`config.mk`:
```
export PLATFORM = sky130hd
export DESIGN_NAME = multicycle_controller_flat
export DESIGN_NICKNAME = d
export VERILOG_FILES = /design/src/rtl/multicycle_controller_pkg.sv /design/src/rtl/multicycle_controller_if.sv /design/src/rtl/multicycle_ctrl_decode.sv /design/src/rtl/multicycle_controller.sv /design/src/flat_wrapper.sv
export SDC_FILE = /design/constraint.sdc
export NUM_CORES = 1
export LEC_CHECK = 0
export CAP_MARGIN = 40
export CORE_UTILIZATION = 30
export CTS_BUF_LIST = sky130_fd_sc_hd__clkbuf_8
export CTS_CLUSTER_SIZE = 24
export DETAILED_ROUTE_END_ITERATION = 8
export PLACE_DENSITY = 0.64
export RECOVER_POWER = 100
export SLEW_MARGIN = 20
export SYNTH_ARGS = -nofsm -noshare
export SYNTH_HDL_FRONTEND = slang
export SYNTH_SLANG_ARGS = --single-unit
```
`constraint.sdc`:
```
create_clock -name clk -period 2.13 [get_ports clk]
set_clock_uncertainty 0.05 [all_clocks]
set_input_delay 0.213 -clock clk [delete_from_list [all_inputs] [get_ports clk]]
set_output_delay 0.213 -clock clk [all_outputs]
set_load 0.1 [all_outputs]
```
`src/rtl/multicycle_controller_pkg.sv`:
```
// Shared types and encodings for the multi-cycle MIPS control FSM:
// state enum, opcodes, mux/ALU select encodings and the control-word struct.
package mips_ctrl_pkg;

  typedef enum logic [3:0] {
    ST_FETCH     = 4'd0,
    ST_DECODE    = 4'd1,
    ST_MEM_ADDR  = 4'd2,
    ST_MEM_RD    = 4'd3,
    ST_MEM_WB    = 4'd4,
    ST_MEM_WR    = 4'd5,
    ST_R_EXEC    = 4'd6,
    ST_R_WB      = 4'd7,
    ST_ADDI_EXEC = 4'd8,
    ST_ADDI_WB   = 4'd9,
    ST_BRANCH    = 4'd10,
    ST_JUMP      = 4'd11,
    ST_HALT      = 4'd12
  } state_t;

  localparam logic [5:0] OP_RTYPE = 6'b000000;
  localparam logic [5:0] OP_LW    = 6'b100011;
  localparam logic [5:0] OP_SW    = 6'b101011;
  localparam logic [5:0] OP_ADDI  = 6'b001000;
  localparam logic [5:0] OP_BEQ   = 6'b000100;
  localparam logic [5:0] OP_J     = 6'b000010;

  localparam logic [1:0] ALU_ADD   = 2'b00;
  localparam logic [1:0] ALU_SUB   = 2'b01;
  localparam logic [1:0] ALU_FUNCT = 2'b10;

  localparam logic [1:0] SRCB_REG    = 2'b00;
  localparam logic [1:0] SRCB_FOUR   = 2'b01;
  localparam logic [1:0] SRCB_IMM    = 2'b10;
  localparam logic [1:0] SRCB_IMM_SH = 2'b11;

  localparam logic [1:0] PCSRC_ALU    = 2'b00;
  localparam logic [1:0] PCSRC_ALUOUT = 2'b01;
  localparam logic [1:0] PCSRC_JUMP   = 2'b10;

  typedef struct packed {
    logic       pc_write;
    logic       pc_write_cond;
    logic       ir_write;
    logic       i_or_d;
    logic       mem_read;
    logic       mem_write;
    logic       mem_to_reg;
    logic       reg_dest;
    logic       reg_write;
    logic       alu_src_a;
    logic [1:0] alu_src_b;
    logic [1:0] alu_op;
    logic [1:0] pc_source;
    logic       halted;
  } ctrl_t;

  // Dispatch out of DECODE; anything unrecognised parks the machine in HALT.
  function automatic state_t decode_dispatch(input logic [5:0] opcode);
    case (opcode)
      OP_RTYPE:     return ST_R_EXEC;
      OP_LW, OP_SW: return ST_MEM_ADDR;
      OP_ADDI:      return ST_ADDI_EXEC;
      OP_BEQ:       return ST_BRANCH;
      OP_J:         return ST_JUMP;
      default:      return ST_HALT;
    endcase
  endfunction

endpackage

```
`src/rtl/multicycle_controller_if.sv`:
```
// Controller <-> datapath/memory bundle. master = controller side, slave = datapath side.
// Handshake: memory raises mem_ready in the cycle a requested read/write completes;
// the controller holds mem_read/mem_write and its state until it sees mem_ready=1.
interface multicycle_controller_if #(parameter int CNT_W = 32);
  logic [5:0]       opcode;
  logic             zero;
  logic             mem_ready;
  logic             pc_write;
  logic             pc_write_cond;
  logic             ir_write;
  logic             i_or_d;
  logic             mem_read;
  logic             mem_write;
  logic             mem_to_reg;
  logic             reg_dest;
  logic             reg_write;
  logic             alu_src_a;
  logic [1:0]       alu_src_b;
  logic [1:0]       alu_op;
  logic [1:0]       pc_source;
  logic [3:0]       state;
  logic             halted;
  logic [CNT_W-1:0] retired_count;

  modport master (
    input  opcode, zero, mem_ready,
    output pc_write, pc_write_cond, ir_write, i_or_d, mem_read, mem_write,
           mem_to_reg, reg_dest, reg_write, alu_src_a, alu_src_b, alu_op,
           pc_source, state, halted, retired_count
  );

  modport slave (
    output opcode, zero, mem_ready,
    input  pc_write, pc_write_cond, ir_write, i_or_d, mem_read, mem_write,
           mem_to_reg, reg_dest, reg_write, alu_src_a, alu_src_b, alu_op,
           pc_source, state, halted, retired_count
  );
endinterface

```
`src/rtl/multicycle_ctrl_decode.sv`:
```
// Combinational state (+mem_ready) to control-word decoder for the multi-cycle FSM.
module multicycle_ctrl_decode
  import mips_ctrl_pkg::*;
(
  input  state_t state,
  input  logic   mem_ready,
  output ctrl_t  ctrl
);

  always_comb begin
    ctrl = '0;
    case (state)
      ST_FETCH: begin
        ctrl.mem_read  = 1'b1;
        ctrl.alu_src_b = SRCB_FOUR;
        ctrl.alu_op    = ALU_ADD;
        ctrl.pc_source = PCSRC_ALU;
        // IR and PC+4 commit only in the cycle the fetch completes.
        ctrl.ir_write  = mem_ready;
        ctrl.pc_write  = mem_ready;
      end
      ST_DECODE: begin
        ctrl.alu_src_b = SRCB_IMM_SH;
        ctrl.alu_op    = ALU_ADD;
      end
      ST_MEM_ADDR, ST_ADDI_EXEC: begin
        ctrl.alu_src_a = 1'b1;
        ctrl.alu_src_b = SRCB_IMM;
        ctrl.alu_op    = ALU_ADD;
      end
      ST_MEM_RD: begin
        ctrl.mem_read = 1'b1;
        ctrl.i_or_d   = 1'b1;
      end
      ST_MEM_WB: begin
        ctrl.reg_write  = 1'b1;
        ctrl.mem_to_reg = 1'b1;
      end
      ST_MEM_WR: begin
        ctrl.mem_write = 1'b1;
        ctrl.i_or_d    = 1'b1;
      end
      ST_R_EXEC: begin
        ctrl.alu_src_a = 1'b1;
        ctrl.alu_src_b = SRCB_REG;
        ctrl.alu_op    = ALU_FUNCT;
      end
      ST_R_WB: begin
        ctrl.reg_write = 1'b1;
        ctrl.reg_dest  = 1'b1;
      end
      ST_ADDI_WB: ctrl.reg_write = 1'b1;
      ST_BRANCH: begin
        ctrl.alu_src_a     = 1'b1;
        ctrl.alu_src_b     = SRCB_REG;
        ctrl.alu_op        = ALU_SUB;
        ctrl.pc_write_cond = 1'b1;
        ctrl.pc_source     = PCSRC_ALUOUT;
      end
      ST_JUMP: begin
        ctrl.pc_write  = 1'b1;
        ctrl.pc_source = PCSRC_JUMP;
      end
      ST_HALT: ctrl.halted = 1'b1;
      default: ctrl = '0;
    endcase
  end

endmodule

```
`src/rtl/multicycle_controller.sv`:
```
// Multi-cycle MIPS control FSM: state register, next-state logic and retired-instruction counter.
module multicycle_controller
  import mips_ctrl_pkg::*;
#(
  parameter int CNT_W = 32
) (
  input  logic                    clk,
  input  logic                    reset,
  multicycle_controller_if.master bus
);

  state_t           state_q;
  state_t           state_d;
  logic             retire;
  logic [CNT_W-1:0] count_q;
  ctrl_t            ctrl;

  always_comb begin
    state_d = state_q;
    retire  = 1'b0;
    case (state_q)
      ST_FETCH:     if (bus.mem_ready) state_d = ST_DECODE;
      ST_DECODE:    state_d = decode_dispatch(bus.opcode);
      ST_MEM_ADDR:  state_d = (bus.opcode == OP_LW) ? ST_MEM_RD : ST_MEM_WR;
      ST_MEM_RD:    if (bus.mem_ready) state_d = ST_MEM_WB;
      ST_MEM_WR: begin
        if (bus.mem_ready) begin
          state_d = ST_FETCH;
          retire  = 1'b1;
        end
      end
      ST_R_EXEC:    state_d = ST_R_WB;
      ST_ADDI_EXEC: state_d = ST_ADDI_WB;
      ST_MEM_WB, ST_R_WB, ST_ADDI_WB, ST_BRANCH, ST_JUMP: begin
        state_d = ST_FETCH;
        retire  = 1'b1;
      end
      ST_HALT:      state_d = ST_HALT;
      default:      state_d = ST_HALT;
    endcase
  end

  always_ff @(posedge clk) begin
    if (reset) begin
      state_q <= ST_FETCH;
      count_q <= '0;
    end else begin
      state_q <= state_d;
      if (retire) count_q <= count_q + 1'b1;
    end
  end

  multicycle_ctrl_decode u_decode (
    .state     (state_q),
    .mem_ready (bus.mem_ready),
    .ctrl      (ctrl)
  );

  // Strobes are masked during reset so an abandoned access never reaches memory or regfile.
  assign bus.pc_write      = ctrl.pc_write      & ~reset;
  assign bus.pc_write_cond = ctrl.pc_write_cond & ~reset;
  assign bus.ir_write      = ctrl.ir_write      & ~reset;
  assign bus.mem_read      = ctrl.mem_read      & ~reset;
  assign bus.mem_write     = ctrl.mem_write     & ~reset;
  assign bus.reg_write     = ctrl.reg_write     & ~reset;
  assign bus.i_or_d        = ctrl.i_or_d;
  assign bus.mem_to_reg    = ctrl.mem_to_reg;
  assign bus.reg_dest      = ctrl.reg_dest;
  assign bus.alu_src_a     = ctrl.alu_src_a;
  assign bus.alu_src_b     = ctrl.alu_src_b;
  assign bus.alu_op        = ctrl.alu_op;
  assign bus.pc_source     = ctrl.pc_source;
  assign bus.halted        = ctrl.halted;
  assign bus.state         = state_q;
  assign bus.retired_count = count_q;

endmodule

```
`src/flat_wrapper.sv`:
```
// flat-port wrapper written by rule: the top's interface ports become plain ports
module multicycle_controller_flat import mips_ctrl_pkg::*;
#(
  parameter int CNT_W = 32
)
  (clk, reset, bus_opcode, bus_zero, bus_mem_ready, bus_pc_write, bus_pc_write_cond, bus_ir_write, bus_i_or_d, bus_mem_read, bus_mem_write, bus_mem_to_reg, bus_reg_dest, bus_reg_write, bus_alu_src_a, bus_alu_src_b, bus_alu_op, bus_pc_source, bus_state, bus_halted, bus_retired_count);
  multicycle_controller_if #(.CNT_W(CNT_W)) bus_i ();
  input  logic clk;
  input  logic reset;
  input wire logic [$bits(bus_i.opcode)-1:0] bus_opcode;
  input wire logic [$bits(bus_i.zero)-1:0] bus_zero;
  input wire logic [$bits(bus_i.mem_ready)-1:0] bus_mem_ready;
  output wire logic [$bits(bus_i.pc_write)-1:0] bus_pc_write;
  output wire logic [$bits(bus_i.pc_write_cond)-1:0] bus_pc_write_cond;
  output wire logic [$bits(bus_i.ir_write)-1:0] bus_ir_write;
  output wire logic [$bits(bus_i.i_or_d)-1:0] bus_i_or_d;
  output wire logic [$bits(bus_i.mem_read)-1:0] bus_mem_read;
  output wire logic [$bits(bus_i.mem_write)-1:0] bus_mem_write;
  output wire logic [$bits(bus_i.mem_to_reg)-1:0] bus_mem_to_reg;
  output wire logic [$bits(bus_i.reg_dest)-1:0] bus_reg_dest;
  output wire logic [$bits(bus_i.reg_write)-1:0] bus_reg_write;
  output wire logic [$bits(bus_i.alu_src_a)-1:0] bus_alu_src_a;
  output wire logic [$bits(bus_i.alu_src_b)-1:0] bus_alu_src_b;
  output wire logic [$bits(bus_i.alu_op)-1:0] bus_alu_op;
  output wire logic [$bits(bus_i.pc_source)-1:0] bus_pc_source;
  output wire logic [$bits(bus_i.state)-1:0] bus_state;
  output wire logic [$bits(bus_i.halted)-1:0] bus_halted;
  output wire logic [$bits(bus_i.retired_count)-1:0] bus_retired_count;
  assign bus_i.opcode = bus_opcode;
  assign bus_i.zero = bus_zero;
  assign bus_i.mem_ready = bus_mem_ready;
  assign bus_pc_write = bus_i.pc_write;
  assign bus_pc_write_cond = bus_i.pc_write_cond;
  assign bus_ir_write = bus_i.ir_write;
  assign bus_i_or_d = bus_i.i_or_d;
  assign bus_mem_read = bus_i.mem_read;
  assign bus_mem_write = bus_i.mem_write;
  assign bus_mem_to_reg = bus_i.mem_to_reg;
  assign bus_reg_dest = bus_i.reg_dest;
  assign bus_reg_write = bus_i.reg_write;
  assign bus_alu_src_a = bus_i.alu_src_a;
  assign bus_alu_src_b = bus_i.alu_src_b;
  assign bus_alu_op = bus_i.alu_op;
  assign bus_pc_source = bus_i.pc_source;
  assign bus_state = bus_i.state;
  assign bus_halted = bus_i.halted;
  assign bus_retired_count = bus_i.retired_count;
  multicycle_controller #(.CNT_W(CNT_W)) u_core (.clk(clk), .reset(reset), .bus(bus_i));
endmodule
```
==> flow_summary.ini <==
[status]
status = finished clean

[hold_path]
min_from = reset
worstHoldPathType = in2reg
holdPathStages = 2

[clock_network]
clkTransAtPathRegs_ns = 0.07
holdBufCountCts = 0
cts.repair.resized = 1
cts_setup_buffers = 0
h-tree-depth = 2
worstSkewPairLatency_ns = 0.28
clock-sinks = 36
numCtsBuffers = 5
clockBufferDepth = 2
root_buffer = clkbuf_8
tritoncts = built

[power_and_ir_drop]
power.share.sequential = 0.273
combPwrFrac = 0.550
ir_worst_vdd_v = 0.000760
power.leakage_nw = 0.985
total_power_mw = 2.79
switching_share = 0.510
power_density_nw_per_um2 = 922
power.switching_mw = 1.43
clockPowerShare = 0.177
p_int_mw = 1.37

[synthesis]
yosysWarnings = 0
synth_area_sq_um = 2110
ys_top_cells_by_count = nor2_1 (43), dfxtp_1 (36), nand2_1 (22), xnor2_1 (20), nor3_1 (18)
synth-edff-count = 0
synthArstFlopShare = 0
ys_ff_latch = 36
synth_cell_types = 47
yosysSeqAreaShare = 0.341
synth_area_per_cell_sq_um = 7.66
synth_nets = 287
yosysTopAreaCellShare = 0.341
synthTopCellsByArea = dfxtp_1 (34%), xnor2_1 (8.3%), nor2_1 (7.6%)
yosysMostFrequentCell = nor2_1
yosysTopAreaCell = dfxtp_1
synth_flop_cell = dfxtp_1
synth_cells = 276

[worst_setup_path]
crit_buf_inv = 0
slowest_delay_ns = 0.57
cp_num_cells = 5
critPathLaunch = u_core.bus.state[2]
cp-start-kind = flip-flop
ff2ff_setup_slack_ns = 0.09
r2r_start = u_core.bus.state[2]
cp_top_family = simple AND/OR/NAND/NOR gates
cp_max_fo = 4
crit_arrival_ns = 2.21
worst_path_most_repeated_cell = or4_1
ff2ff_path_depth = 5
crit_slowest_cell = or4_1
cp_cell_sequence = nor2b_1 > a32oi_2 > or4_1 > or4_1 > a21oi_1
cp-end-kind = flip-flop
required_ns = 2.30
crit_type = reg2reg

[timing]
rsz0062_at_grt = no
finalCriticalPeriod_ns = 2.04
slew_viol_final = 0
relSlewSlack = 0.204
hold_violations = 0
max_freq_mhz = 490
worst_slew_pin_slew_ns = 1.20
holdWs_ns = 0.285
setup_violations = 0
period_share = 0.958
setup_ws_ns = 0.0897

[drt]
firstDrtPassIters = 5
drt-total-wl_um = 5630
vias = 2227
ant_nets = 0
wl_per_cell_um = 12.9
drtIter0Drc = 111
vias_per_cell = 5.12
drc = 0

[final_layout]
seqCellArea_sq_um = 802
drive_gt1_frac = 0.286
fin_nets = 349
instances_no_fill = 435
multi_input_area_sq_um = 1470
syn2layout_area_growth_pct = 43.4
diodes = 0
design_area_sq_um = 3030
nFillCells = 724

[die]
dieArea_sq_um = 7380
initial_utilization = 0.311
fp-row-count = 30
core_area_sq_um = 6790
io_pins = 63
die_w_um = 85.9
die_h_um = 85.9

[global_route]
grt_use_total = 0.158
overflow = 0
grt_max_degree = 36
grt_pass1_wl_um = 9550
grt_pass1_vias = 1960
antenna_found_initial = 0

[placed_design]
dp_hpwl_um = 4140
io_buffer_count = 61
dpl_cell_area_sq_um = 3190
dp_slack_ns = -0.101
dp_cells = 427
globalplace.congestion = 0.832

[flow_run]
max_cap_viol_count = 0
-- per-layer routing --
metal | global-route usage | vias up | share of wire
met1 | 0.222 | 1051 | 0.51
met2 | 0.247 | 65 | 0.44
met3 | 0.0308 | 4 | 0.044
met4 | 0.0409 | 0 | 0.0055
met5 | 0 | - | 0
li1 | - | 1107 | -
-- cells by family after synthesis --
| group | Yosys count | synth area share |
|---|---|---|
| mux | 2 | 0.0101 |
| simple gates | 151 | 0.376 |
| xor+xnor | 26 | 0.108 |
| flops | 36 | 0.341 |
| fa+ha+maj | 1 | 0.00592 |
| buf+inv | 21 | 0.0426 |
| compound gates | 39 | 0.117 |
-- per-stage QoR --
stage / TNS, ns / utilization
after floorplan: -0.526 / -
after global placement: -0.186 / 0.469
after detailed placement: -0.366 / 0.469
after CTS: 0 / 0.483
after global routing: 0 / 0.446
final: 0 / 0.446
-- worst reg2reg max path, delay by kind of cell, from the launching register on --
kind            cells  cell delay (ns)
flops               1             0.35
simple gates        3             1.23
compound gates      2             0.34
-- state kept, by name, summed over array words and instances (netlist names) --
register,flops
u_core.bus.state,4
u_core.bus.retired_count,32
-- area by class of cell --
| class | count | area share |
|---|---|---|
| sequential | 36 | 0.265 |
| timing repair buffer | 74 | 0.180 |
| tap | 96 | 0.0396 |
| clock buffer | 6 | 0.0273 |
| multi-input combinational | 219 | 0.484 |
| clock inverter | 2 | 0.00248 |
| inverter | 2 | 0.00248 |
-- power groups by stage --
| stage | sequential [mW] | combinational (mW) | clock (mW) |
|---|---|---|---|
| finish | 0.763 | 1.54 | 0.493 |
| global route | 0.772 | 1.62 | 0.528 |
| CTS | 0.766 | 1.66 | 0.509 |
| detailed placement | 0.781 | 1.66 | 0 |
| global placement | 0.779 | 1.65 | 0 |
| floorplan | 1.01 | 1.03 | 0 |
-- worst paths after layout --
kind                             endpoint
max          u_core.bus.retired_count[30]
min                   u_core.bus.state[0]
max reg2reg  u_core.bus.retired_count[30]
min reg2reg  u_core.bus.retired_count[31]
-- cell usage in the layout, fill, tap and decap left out, types with 2 or more instances in the layout --
cell type and n:
clkdlybuf4s50_1 6, o21ai_0 5, nor4b_1 3, o21bai_1 2
nor2_4 2, a31oi_1 2, nand3_1 10, buf_4 13
and4_1 4, nand2_1 22, o21ai_1 4, clkbuf_2 14
clkbuf_4 6, o31ai_1 2, xor2_1 5, clkbuf_1 23
a21oi_1 11, buf_12 7, xnor2_1 20, nand4_1 7
dfxtp_4 18, nor3_4 5, or3_1 5, nor2_1 38
nor3b_1 2, or4_1 6, a211oi_1 4, nand2b_1 6
clkbuf_8 6, nor2_2 3, nor4_1 8, inv_1 4
dfxtp_2 11, nor2b_1 6, nor3_1 13, dfxtp_1 7
Power figures use the tool's default switching activity.
